[src/rtl/ehgu_fifo_pkg.sv]
// Shared width helpers, per-channel state view and address arithmetic for the
// multi-channel FIFO controller.
package ehgu_fifo_pkg;

   // Wide enough for any practical DEPTH; narrowed back at the point of use.
   localparam int ST_W = 16;

   function automatic int chw(input int nch);
      return (nch > 1) ? $clog2(nch) : 1;
   endfunction

   function automatic int pw(input int depth);
      return (depth > 1) ? $clog2(depth) : 1;
   endfunction

   function automatic int cw(input int depth);
      return $clog2(depth + 1);
   endfunction

   function automatic int maw(input int nch, input int depth);
      return ((nch * depth) > 1) ? $clog2(nch * depth) : 1;
   endfunction

   typedef struct packed {
      logic [ST_W-1:0] wptr;
      logic [ST_W-1:0] rptr;
      logic [ST_W-1:0] count;
   } fifo_chan_state_t;

   function automatic int addr_calc(input int ch, input int ptr, input int depth);
      return ch * depth + ptr;
   endfunction

endpackage

[src/rtl/ehgu_fifo_ctrl_mc_if.sv]
// Request/accept handshake, memory port and read-return signals of the
// multi-channel FIFO controller.
interface ehgu_fifo_ctrl_mc_if
   import ehgu_fifo_pkg::*;
#(
   parameter int NCH   = 4,
   parameter int DEPTH = 12
);
   localparam int CHW = chw(NCH);
   localparam int MAW = maw(NCH, DEPTH);

   logic           wr_valid;
   logic [CHW-1:0] wr_ch;
   logic           wr_accept;
   logic           rd_req;
   logic [CHW-1:0] rd_ch;
   logic           rd_accept;
   logic           mem_wenable;
   logic [MAW-1:0] mem_waddr;
   logic           mem_renable;
   logic [MAW-1:0] mem_raddr;
   logic           dout_valid;
   logic [CHW-1:0] dout_ch;

   modport master (
      output wr_valid, wr_ch, rd_req, rd_ch,
      input  wr_accept, rd_accept, mem_wenable, mem_waddr,
      input  mem_renable, mem_raddr, dout_valid, dout_ch
   );

   modport slave (
      input  wr_valid, wr_ch, rd_req, rd_ch,
      output wr_accept, rd_accept, mem_wenable, mem_waddr,
      output mem_renable, mem_raddr, dout_valid, dout_ch
   );

endinterface

[src/rtl/ehgu_fifo_chan_state.sv]
// One channel's pointers, occupancy and registered status flags; flags are
// computed from the next-state count so they line up with the new count.
module ehgu_fifo_chan_state
   import ehgu_fifo_pkg::*;
#(
   parameter  int DEPTH     = 12,
   parameter  int AFULL_TH  = DEPTH - 2,
   parameter  int AEMPTY_TH = 2,
   localparam int PW        = pw(DEPTH),
   localparam int CW        = cw(DEPTH)
) (
   input  logic          clk,
   input  logic          rst,
   input  logic          push,
   input  logic          pop,
   input  logic          flush,
   output logic [PW-1:0] wptr,
   output logic [PW-1:0] rptr,
   output logic [CW-1:0] count,
   output logic          full,
   output logic          empty,
   output logic          almost_full,
   output logic          almost_empty
);

   logic [PW-1:0] wptr_nxt;
   logic [PW-1:0] rptr_nxt;
   logic [CW-1:0] count_nxt;

   always_comb begin
      wptr_nxt  = wptr;
      rptr_nxt  = rptr;
      count_nxt = count;
      if (flush) begin
         wptr_nxt  = '0;
         rptr_nxt  = '0;
         count_nxt = '0;
      end else begin
         // Explicit wrap compare: DEPTH need not be a power of two.
         if (push) wptr_nxt = (wptr == PW'(DEPTH - 1)) ? '0 : wptr + 1'b1;
         if (pop)  rptr_nxt = (rptr == PW'(DEPTH - 1)) ? '0 : rptr + 1'b1;
         case ({push, pop})
            2'b10:   count_nxt = count + 1'b1;
            2'b01:   count_nxt = count - 1'b1;
            default: count_nxt = count;
         endcase
      end
   end

   always_ff @(posedge clk) begin
      if (rst) begin
         wptr         <= '0;
         rptr         <= '0;
         count        <= '0;
         full         <= 1'b0;
         empty        <= 1'b1;
         almost_full  <= 1'b0;
         almost_empty <= 1'b1;
      end else begin
         wptr         <= wptr_nxt;
         rptr         <= rptr_nxt;
         count        <= count_nxt;
         full         <= (count_nxt == CW'(DEPTH));
         empty        <= (count_nxt == '0);
         almost_full  <= (int'(count_nxt) >= AFULL_TH);
         almost_empty <= (int'(count_nxt) <= AEMPTY_TH);
      end
   end

endmodule

[src/rtl/ehgu_fifo_ctrl_mc.sv]
// Multi-channel FIFO controller driving one shared external SDP memory split
// into NCH regions; holds pointers and status only, never the data.
module ehgu_fifo_ctrl_mc
   import ehgu_fifo_pkg::*;
#(
   parameter  int NCH       = 4,
   parameter  int DEPTH     = 12,
   parameter  int RD_LAT    = 1,
   parameter  int AFULL_TH  = DEPTH - 2,
   parameter  int AEMPTY_TH = 2,
   localparam int CHW       = chw(NCH),
   localparam int PW        = pw(DEPTH),
   localparam int CW        = cw(DEPTH),
   localparam int MAW       = maw(NCH, DEPTH)
) (
   input  logic                  clk,
   input  logic                  rst,
   ehgu_fifo_ctrl_mc_if.slave    bus,
   input  logic [NCH-1:0]        flush,
   output logic [NCH-1:0]        full,
   output logic [NCH-1:0]        empty,
   output logic [NCH-1:0]        almost_full,
   output logic [NCH-1:0]        almost_empty,
   output logic [NCH*CW-1:0]     count,
   output logic                  err_ovf,
   output logic                  err_udf,
   input  logic                  err_clr
);

   logic [PW-1:0]    wptr [NCH];
   logic [PW-1:0]    rptr [NCH];
   logic [CW-1:0]    cnt  [NCH];
   fifo_chan_state_t cs   [NCH];
   logic [NCH-1:0]   push;
   logic [NCH-1:0]   pop;
   logic             wr_ch_ok;
   logic             rd_ch_ok;
   logic [CHW-1:0]   wr_idx;
   logic [CHW-1:0]   rd_idx;
   logic             wr_room;
   logic             rd_avail;

   for (genvar i = 0; i < NCH; i++) begin : g_chan
      ehgu_fifo_chan_state #(
         .DEPTH     (DEPTH),
         .AFULL_TH  (AFULL_TH),
         .AEMPTY_TH (AEMPTY_TH)
      ) u_chan (
         .clk          (clk),
         .rst          (rst),
         .push         (push[i]),
         .pop          (pop[i]),
         .flush        (flush[i]),
         .wptr         (wptr[i]),
         .rptr         (rptr[i]),
         .count        (cnt[i]),
         .full         (full[i]),
         .empty        (empty[i]),
         .almost_full  (almost_full[i]),
         .almost_empty (almost_empty[i])
      );
      assign count[i*CW +: CW] = cnt[i];
      assign cs[i] = '{wptr: ST_W'(wptr[i]), rptr: ST_W'(rptr[i]), count: ST_W'(cnt[i])};
   end

   // Out-of-range channels are steered to channel 0 and then refused.
   assign wr_ch_ok = int'(bus.wr_ch) < NCH;
   assign rd_ch_ok = int'(bus.rd_ch) < NCH;
   assign wr_idx   = wr_ch_ok ? bus.wr_ch : '0;
   assign rd_idx   = rd_ch_ok ? bus.rd_ch : '0;

   // The registered full/empty flags always equal these count compares.
   assign wr_room  = int'(cs[wr_idx].count) != DEPTH;
   assign rd_avail = int'(cs[rd_idx].count) != 0;

   assign bus.wr_accept   = bus.wr_valid && wr_ch_ok && wr_room && !flush[wr_idx];
   assign bus.rd_accept   = bus.rd_req && rd_ch_ok && rd_avail && !flush[rd_idx];
   assign bus.mem_wenable = bus.wr_accept;
   assign bus.mem_renable = bus.rd_accept;
   assign bus.mem_waddr   = MAW'(addr_calc(int'(wr_idx), int'(cs[wr_idx].wptr), DEPTH));
   assign bus.mem_raddr   = MAW'(addr_calc(int'(rd_idx), int'(cs[rd_idx].rptr), DEPTH));

   always_comb begin
      push = '0;
      pop  = '0;
      if (bus.wr_accept) push[wr_idx] = 1'b1;
      if (bus.rd_accept) pop[rd_idx]  = 1'b1;
   end

   always_ff @(posedge clk) begin
      if (rst) begin
         err_ovf <= 1'b0;
         err_udf <= 1'b0;
      end else begin
         if (bus.wr_valid && !bus.wr_accept) err_ovf <= 1'b1;
         else if (err_clr)                   err_ovf <= 1'b0;
         if (bus.rd_req && !bus.rd_accept)   err_udf <= 1'b1;
         else if (err_clr)                   err_udf <= 1'b0;
      end
   end

   // Read-return tag pipeline, matching the memory's read latency.
   logic [RD_LAT-1:0] pipe_v;
   logic [CHW-1:0]    pipe_ch [RD_LAT];

   always_ff @(posedge clk) begin
      if (rst) begin
         pipe_v <= '0;
         for (int k = 0; k < RD_LAT; k++) pipe_ch[k] <= '0;
      end else begin
         pipe_v[0]  <= bus.rd_accept;
         pipe_ch[0] <= rd_idx;
         for (int k = 1; k < RD_LAT; k++) begin
            pipe_v[k]  <= pipe_v[k-1];
            pipe_ch[k] <= pipe_ch[k-1];
         end
      end
   end

   assign bus.dout_valid = pipe_v[RD_LAT-1];
   assign bus.dout_ch    = pipe_ch[RD_LAT-1];

endmodule

[src/flat_wrapper.sv]
// flat-port wrapper written by rule: the top's interface ports become plain ports
module ehgu_fifo_ctrl_mc_flat import ehgu_fifo_pkg::*;
#(
   parameter  int NCH       = 4,
   parameter  int DEPTH     = 12,
   parameter  int RD_LAT    = 1,
   parameter  int AFULL_TH  = DEPTH - 2,
   parameter  int AEMPTY_TH = 2,
   localparam int CHW       = chw(NCH),
   localparam int PW        = pw(DEPTH),
   localparam int CW        = cw(DEPTH),
   localparam int MAW       = maw(NCH, DEPTH)
)
  (clk, rst, flush, full, empty, almost_full, almost_empty, count, err_ovf, err_udf, err_clr, bus_wr_valid, bus_wr_ch, bus_rd_req, bus_rd_ch, bus_wr_accept, bus_rd_accept, bus_mem_wenable, bus_mem_waddr, bus_mem_renable, bus_mem_raddr, bus_dout_valid, bus_dout_ch);
  ehgu_fifo_ctrl_mc_if #(.NCH(NCH), .DEPTH(DEPTH)) bus_i ();
  input  logic clk;
  input  logic rst;
  input  logic [NCH-1:0] flush;
  output logic [NCH-1:0] full;
  output logic [NCH-1:0] empty;
  output logic [NCH-1:0] almost_full;
  output logic [NCH-1:0] almost_empty;
  output logic [NCH*CW-1:0] count;
  output logic err_ovf;
  output logic err_udf;
  input  logic err_clr;
  input wire logic [$bits(bus_i.wr_valid)-1:0] bus_wr_valid;
  input wire logic [$bits(bus_i.wr_ch)-1:0] bus_wr_ch;
  input wire logic [$bits(bus_i.rd_req)-1:0] bus_rd_req;
  input wire logic [$bits(bus_i.rd_ch)-1:0] bus_rd_ch;
  output wire logic [$bits(bus_i.wr_accept)-1:0] bus_wr_accept;
  output wire logic [$bits(bus_i.rd_accept)-1:0] bus_rd_accept;
  output wire logic [$bits(bus_i.mem_wenable)-1:0] bus_mem_wenable;
  output wire logic [$bits(bus_i.mem_waddr)-1:0] bus_mem_waddr;
  output wire logic [$bits(bus_i.mem_renable)-1:0] bus_mem_renable;
  output wire logic [$bits(bus_i.mem_raddr)-1:0] bus_mem_raddr;
  output wire logic [$bits(bus_i.dout_valid)-1:0] bus_dout_valid;
  output wire logic [$bits(bus_i.dout_ch)-1:0] bus_dout_ch;
  assign bus_i.wr_valid = bus_wr_valid;
  assign bus_i.wr_ch = bus_wr_ch;
  assign bus_i.rd_req = bus_rd_req;
  assign bus_i.rd_ch = bus_rd_ch;
  assign bus_wr_accept = bus_i.wr_accept;
  assign bus_rd_accept = bus_i.rd_accept;
  assign bus_mem_wenable = bus_i.mem_wenable;
  assign bus_mem_waddr = bus_i.mem_waddr;
  assign bus_mem_renable = bus_i.mem_renable;
  assign bus_mem_raddr = bus_i.mem_raddr;
  assign bus_dout_valid = bus_i.dout_valid;
  assign bus_dout_ch = bus_i.dout_ch;
  ehgu_fifo_ctrl_mc #(.NCH(NCH), .DEPTH(DEPTH), .RD_LAT(RD_LAT), .AFULL_TH(AFULL_TH), .AEMPTY_TH(AEMPTY_TH)) u_core (.clk(clk), .rst(rst), .bus(bus_i), .flush(flush), .full(full), .empty(empty), .almost_full(almost_full), .almost_empty(almost_empty), .count(count), .err_ovf(err_ovf), .err_udf(err_udf), .err_clr(err_clr));
endmodule
[config.mk]
export PLATFORM = sky130hd
export DESIGN_NAME = ehgu_fifo_ctrl_mc_flat
export DESIGN_NICKNAME = d
export VERILOG_FILES = /design/src/rtl/ehgu_fifo_pkg.sv /design/src/rtl/ehgu_fifo_ctrl_mc_if.sv /design/src/rtl/ehgu_fifo_chan_state.sv /design/src/rtl/ehgu_fifo_ctrl_mc.sv /design/src/flat_wrapper.sv
export SDC_FILE = /design/constraint.sdc
export NUM_CORES = 1
export LEC_CHECK = 0
export CAP_MARGIN = 10
export CORE_ASPECT_RATIO = 0.8
export CORE_MARGIN = 5
export CORE_UTILIZATION = 59
export CTS_BUF_LIST = sky130_fd_sc_hd__clkbuf_4 sky130_fd_sc_hd__clkbuf_8 sky130_fd_sc_hd__clkbuf_16
export DETAILED_ROUTE_END_ITERATION = 10
export PLACE_DENSITY = 0.85
export SLEW_MARGIN = 20
export SYNTH_ARGS = -nofsm -noshare
export SYNTH_HDL_FRONTEND = slang
export SYNTH_SLANG_ARGS = --single-unit
[constraint.sdc]
create_clock -name clk -period 9.8 [get_ports clk]
set_clock_uncertainty 0.15 [all_clocks]
set_input_delay 1.96 -clock clk [delete_from_list [all_inputs] [get_ports clk]]
set_output_delay 1.96 -clock clk [all_outputs]
set_load 0.02 [all_outputs]
==> results.ini, run 1 <==
[run_status]
status=finished clean

[power]
ir_worst_vdd_uv=68.7
total_power_uw=646
p_leak_nw=2.04
pwr_density_cell_nw_per_um2=128

[cts]
worstSkewPairLatency_ns=0.36
ctsResizeCount=0
clock-sinks=69
cts-root-buf=clkbuf_8
clk_path_buf_depth=2
cts_hold_buf=0
cts_tree=done
clkTransAtPathRegs_ns=0.07
cts_setup_buffers=0
numCtsBuffers=9
htreeDepth=3

[yosys]
synth-seq-cells=69
syn-num-nets=528
synth_edf_count=0
synth_area_um2=4370
ys_seq_area_share_pct=31.6
ys.flop_type=dfxtp_1
synth_warnings=0
async_flop_share_pct=0
syn_avg_cell_area_um2=9.16
syn_inst=477
yosysUniqueCellTypes=53

[place]
place_area_um2=4810
port_buffers=65
gp_congestion=0.901
place_ws_ns=2.85
dp_hpwl_um=7520
place_inst=582

[die]
core_area_um2=7320
die-width_um=106
die-area_um2=9240
fp-row-count=28
io_pins=66
initial_core_util_pct=59.7
die_h_um=87.0

[timing]
worst_pin_slew_ns=0.932
maxSlewViolCount=0
tns_ns=0
hold_viol_final=0
post-route-min-period_ns=6.94
max_slew_margin_pct=37.7
fin_hold_ws_ns=0.374
setup-violations-final=0
clock.fmax_ghz=0.144
rsz0062_at_grt=false
finalCritPeriodShare_pct=70.8
setup_ws_ns=2.86

[global_route]
grt_overflow=0
grt_pass1_wl_um=16500
grt_pass1_vias=3400
antenna_found_initial=0
grt_use_total_pct=22.5
grt_max_degree=23

[setup_path]
worst-path-max-fanout=12
worst_setup_path_end_kind=output pin
required_ns=7.69
crit_type=in -> out
cp.buffers_inverters=2
cpLargestDelayFamily=buffers and inverters
slowest_stage=clkdlybuf4s50_1
start_kind=primary input
worstPathArrival_ns=4.83
critPathMaxStageDelay_ns=0.85
worstPathCellList=clkdlybuf4s50_1, mux4_2, ha_1, fa_1, xor2_1, clkdlybuf4s50_1
timing.critical_path.mode_cell=clkdlybuf4s50_1

[flow_run]
maxCapViolations=0

[layout]
antenna_cells=0
final_cell_count_no_fill=598
syn_to_final_growth_pct=15.8
nets=554
drive_above_1_share_pct=9.25
fin_area_um2=5060
num-fill-cells=574
post-route-util_pct=69.1
multi_input_area_um2=2590
regArea_um2=1380

[detailed_routing]
wirelength_met1_um=4480
highest_layer=met4
drc_errors=0
viasPerCell=6.05
initialDrtViolationCount=289
ant_nets=0
wl_per_cell_um=16.8
routed-wl-met2_um=4710
vias=3619
wl_um=10100
drtPass1Iterations=4
routed-wl-met3_um=662

[worst_hold_path]
hold_class=reg -> reg

[sequential cells by signal, summed over array words and instances (netlist names), 2 cells and up]
| register | flops |
|---|---|
| u_core.g_chan.u_chan.empty | 4 |
| u_core.g_chan.u_chan.almost_full | 4 |
| u_core.g_chan.u_chan.count | 16 |
| u_core.g_chan.u_chan.wptr | 16 |
| u_core.pipe_ch | 2 |
| u_core.g_chan.u_chan.full | 4 |
| u_core.g_chan.u_chan.rptr | 16 |
| u_core.g_chan.u_chan.almost_empty | 4 |
[Yosys cell counts (5+ instances only)]
master,n,share of area (%)
clkbuf_1,14,1.2
ha_1,32,9.2
or2_2,7,1.0
nor3_1,11,1.3
a211oi_1,5,0.86
a21oi_1,21,2.4
mux4_2,8,4.1
fa_1,6,2.7
nand3_1,13,1.5
xnor2_1,8,1.6
inv_1,18,1.5
buf_4,34,5.8
a21o_1,9,1.5
nor2_1,47,4.0
nand2_1,42,3.6
nor2b_1,6,0.86
dfxtp_1,69,32
or4_1,7,1.2
a32o_1,7,1.6
a31oi_1,8,1.1
o21ai_1,5,0.57
mux2i_1,21,4.8
xor2_1,8,1.6
nand2b_1,5,0.72
[cells in the final DEF (no fill, tap or decap), drive strengths merged, types with 3 or more instances in the layout]
cell type,Yosys,layout
clkbuf,14,11
xnor2,8,8
a21oi,21,21
a31oi,8,8
nand2b,5,5
and2,4,4
or2,7,7
mux2,5,5
o32ai,4,4
o21ai,9,9
o211ai,4,4
mux4,8,8
o22ai,4,4
clkdlybuf4s50,0,65
mux2i,21,21
inv,20,20
o21bai,4,4
nand3,13,13
or4,7,7
bufinv,0,3
or3,4,4
a32o,7,7
xor2,8,8
nor2,47,47
a21o,9,9
fa,6,6
a311o,4,4
ha,32,32
nor3,11,11
a211oi,6,6
nor2b,6,6
dfxtp,69,69
and4bb,3,3
nand2,42,42
nor4,4,4
[worst reg2reg max path: cells and delay by family, from the launching register on]
family,cells,cell delay (ns)
adder cells (fa/ha/maj),2,0.66
multiplexers,2,0.66
AO/OA/AOI/OAI,4,1.18
AND/OR/NAND/NOR,2,0.76
flip-flops,1,0.42
[cell type report]
class | instances | area share, %
inverters | 20 | 1.48
repair buffers | 65 | 12.9
clock buffers | 11 | 2.87
flip-flops and latches | 69 | 27.3
well taps | 90 | 2.22
clock inverters | 5 | 2.13
multi-input cells | 338 | 51.1
[routing by layer]
metal | GRT usage, % | vias to the layer above
met4 | 9.41 | 0
met1 | 28.7 | 1729
li1 | - | 1734
met5 | 0 | -
met3 | 5.34 | 21
met2 | 36.7 | 135
[cell families (layout without fill, tap and decap cells)]
| logic type | count (synthesis) | in the layout | share of synthesized area [%] |
|---|---|---|---|
| XOR/XNOR | 16 | 16 | 3.21 |
| flip-flops | 69 | 69 | 31.6 |
| AO/OA/AOI/OAI | 90 | 90 | 15.6 |
| buffers and inverters | 70 | 101 | 9.13 |
| adder cells (fa/ha/maj) | 38 | 38 | 11.9 |
| AND/OR/NAND/NOR | 160 | 160 | 18.2 |
| multiplexers | 34 | 34 | 10.3 |
[where the power goes]
| part | internal (mW) | total (mW) | leakage, nW | switching, mW |
|---|---|---|---|---|
| logic | 0.0283 | 0.0664 | 1.35 | 0.0381 |
| registers | 0.283 | 0.285 | 0.557 | 0.00248 |
| clock network | 0.180 | 0.294 | 0.127 | 0.115 |
[worst paths after layout]
kind	from	end	slack [ns]	cells past startpoint
hold / removal	u_core.err_udf	u_core.err_udf	0.37	2
hold reg to reg	u_core.err_udf	u_core.err_udf	0.37	2
setup reg to reg	u_core.g_chan[0].u_chan.count[0]	u_core.g_chan[1].u_chan.almost_full	5.90	10
setup / recovery	bus_wr_ch[0]	bus_mem_waddr[4]	2.86	6
No activity file was read; power rests on OpenSTA's default activity.
==> run 2: changes to the inputs <==
- CORE_UTILIZATION: 59 -> 55
- PLACE_DENSITY: 0.85 -> 0.8
- clock period: 9.8 -> 6.7 ns (I/O delays scaled with it)
==> run 2 against run 1 <==
Effect of this change: cell area down 0.59%; non-clock buffer count unchanged; largest power group is now sequential cells; first-iteration DRC count down 17%; utilization down 4.9 points; sequential share of layout area up 0.16 points; critical path depth unchanged; critical endpoint is now bus_mem_raddr[4]; flip-flop and latch count unchanged; sequential power up 46%; total power up 33%; clock-buffer cell count down 1; via count down 0.19%; largest cell class unchanged.
==> results.ini, run 2 (same netlist as run 1, synthesis figures left out) <==
[run_status]
status=finished clean

[power]
ir_worst_vdd_uv=131
pwr_density_cell_nw_per_um2=170
p_leak_nw=2.02

[layout]
num-fill-cells=660
final_cell_count_no_fill=616
antenna_cells=0
fin_area_um2=5030
final_common_cell=dfxtp_1
drive_above_1_share_pct=9.25
regArea_um2=1380
nets=554
multi_input_area_um2=2590
syn_to_final_growth_pct=15.1
final_cell_mix=dfxtp_1 (69), clkdlybuf4s50_1 (65), nor2_1 (47)
reg_top3=u_core.g_chan.u_chan.count (16), u_core.g_chan.u_chan.rptr (16), u_core.g_chan.u_chan.wptr (16)

[timing]
maxSlewViolCount=0
clock.fmax_ghz=0.178
worst_pin_slew_ns=0.905
max_slew_margin_pct=39.5
setup-violations-final=0
finalCritPeriodShare_pct=83.8
rsz0062_at_grt=false
post-route-min-period_ns=5.62
hold_viol_final=0
tns_ns=0

[setup_path]
crit_path_start=bus_rd_ch[0]
crit_type=in -> out
critPathMaxStageDelay_ns=0.83
worst_setup_path_end_kind=output pin
slowest_stage=clkdlybuf4s50_1
start_kind=primary input
required_ns=5.21
worstPathArrival_ns=4.13
r2r_start=u_core.g_chan[0].u_chan.count[0]
worst-path-max-fanout=13
timing.critical_path.mode_cell=clkdlybuf4s50_1
worstPathCellList=clkdlybuf4s50_1, mux4_2, ha_1, fa_1, xor2_1, clkdlybuf4s50_1

[worst_hold_path]
hold_class=reg -> reg
hp-start=u_core.err_udf

[die]
initial_core_util_pct=55.7
die-area_um2=9840
die_h_um=89.7
fp-row-count=29
die-width_um=110
io_pins=66
core_area_um2=7840

[place]
place_inst=600
place_area_um2=4830
gp_congestion=0.851
dp_hpwl_um=7500
port_buffers=65

[global_route]
grt_pass1_vias=3398
grt_overflow=0
grt_use_total_pct=20.6
grt_pass1_wl_um=16100
antenna_found_initial=0
grt_max_degree=23

[cts]
cts_tree=done
cts-root-buf=clkbuf_8
ctsResizeCount=0
cts_hold_buf=0
cts_setup_buffers=0
htreeDepth=3
clk_path_buf_depth=2
clock-sinks=69
worstSkewPairLatency_ns=0.35
clkTransAtPathRegs_ns=0.07
numCtsBuffers=9

[detailed_routing]
wl_per_cell_um=16.1
drc_errors=0
vias=3612
viasPerCell=5.86
wl_um=9940
initialDrtViolationCount=240
ant_nets=0
drtPass1Iterations=5

[flow_run]
maxCapViolations=0

-- run 2: cell types whose count changed in the layout (fill, tap and decap cells not counted) --
cell       before  now
bufinv_16       3    1
clkbuf_4        1    0
clkinv_2        0    3
-- run 2: path summary, 6_finish.rpt --
| check | endpoint | slack [ns] | depth (start not counted) |
|---|---|---|---|
| max | bus_mem_raddr[4] | 1.08 | 6 |
| min | u_core.err_udf | 0.34 | 2 |
| max reg2reg | u_core.g_chan[2].u_chan.almost_full | 2.81 | 10 |
| min reg2reg | u_core.err_udf | 0.34 | 2 |
-- run 2: critical path, delay by kind of cell --
family	cells	cell delay, ns
buffers and inverters	2	1.45
adder cells (fa/ha/maj)	2	0.61
multiplexers	1	0.58
XOR/XNOR	1	0.14
-- run 2: where the power goes --
group | switching, mW | internal, mW
sequential | 0.00324 | 0.414
clock | 0.162 | 0.181
combinational | 0.0549 | 0.0413
total | 0.221 | 0.636
-- run 2: area by class of cell --
| cell class | count | area share [%] |
|---|---|---|
| inverter | 20 | 1.49 |
| timing repair buffer | 65 | 12.9 |
| clock inverter | 6 | 1.24 |
| sequential | 69 | 27.5 |
| multi-input combinational | 338 | 51.5 |
| clock buffer | 10 | 2.74 |
| tap | 108 | 2.69 |
-- run 2: layer usage --
layer | GRT usage [%] | up-vias | share of wire, %
met4 | 9.66 | 0 | 2.4
met1 | 27.4 | 1728 | 45
li1 | - | 1732 | -
met3 | 5.59 | 26 | 6.0
met5 | 0 | - | 0
met2 | 30.9 | 126 | 47
-- run 2: through the flow --
stage	worst slack, ns	hold slack, ns	util (%)	total power, mW
6_report	1.08	0.339	64.2	0.857
4_1_cts	1.05	0.343	64.2	0.863
5_1_grt	0.931	0.382	64.2	0.892
3_3_place_gp	1.11	0.315	61.6	0.521
2_1_floorplan	2.21	0.309	-	0.489
3_5_place_dp	1.05	0.331	61.6	0.522
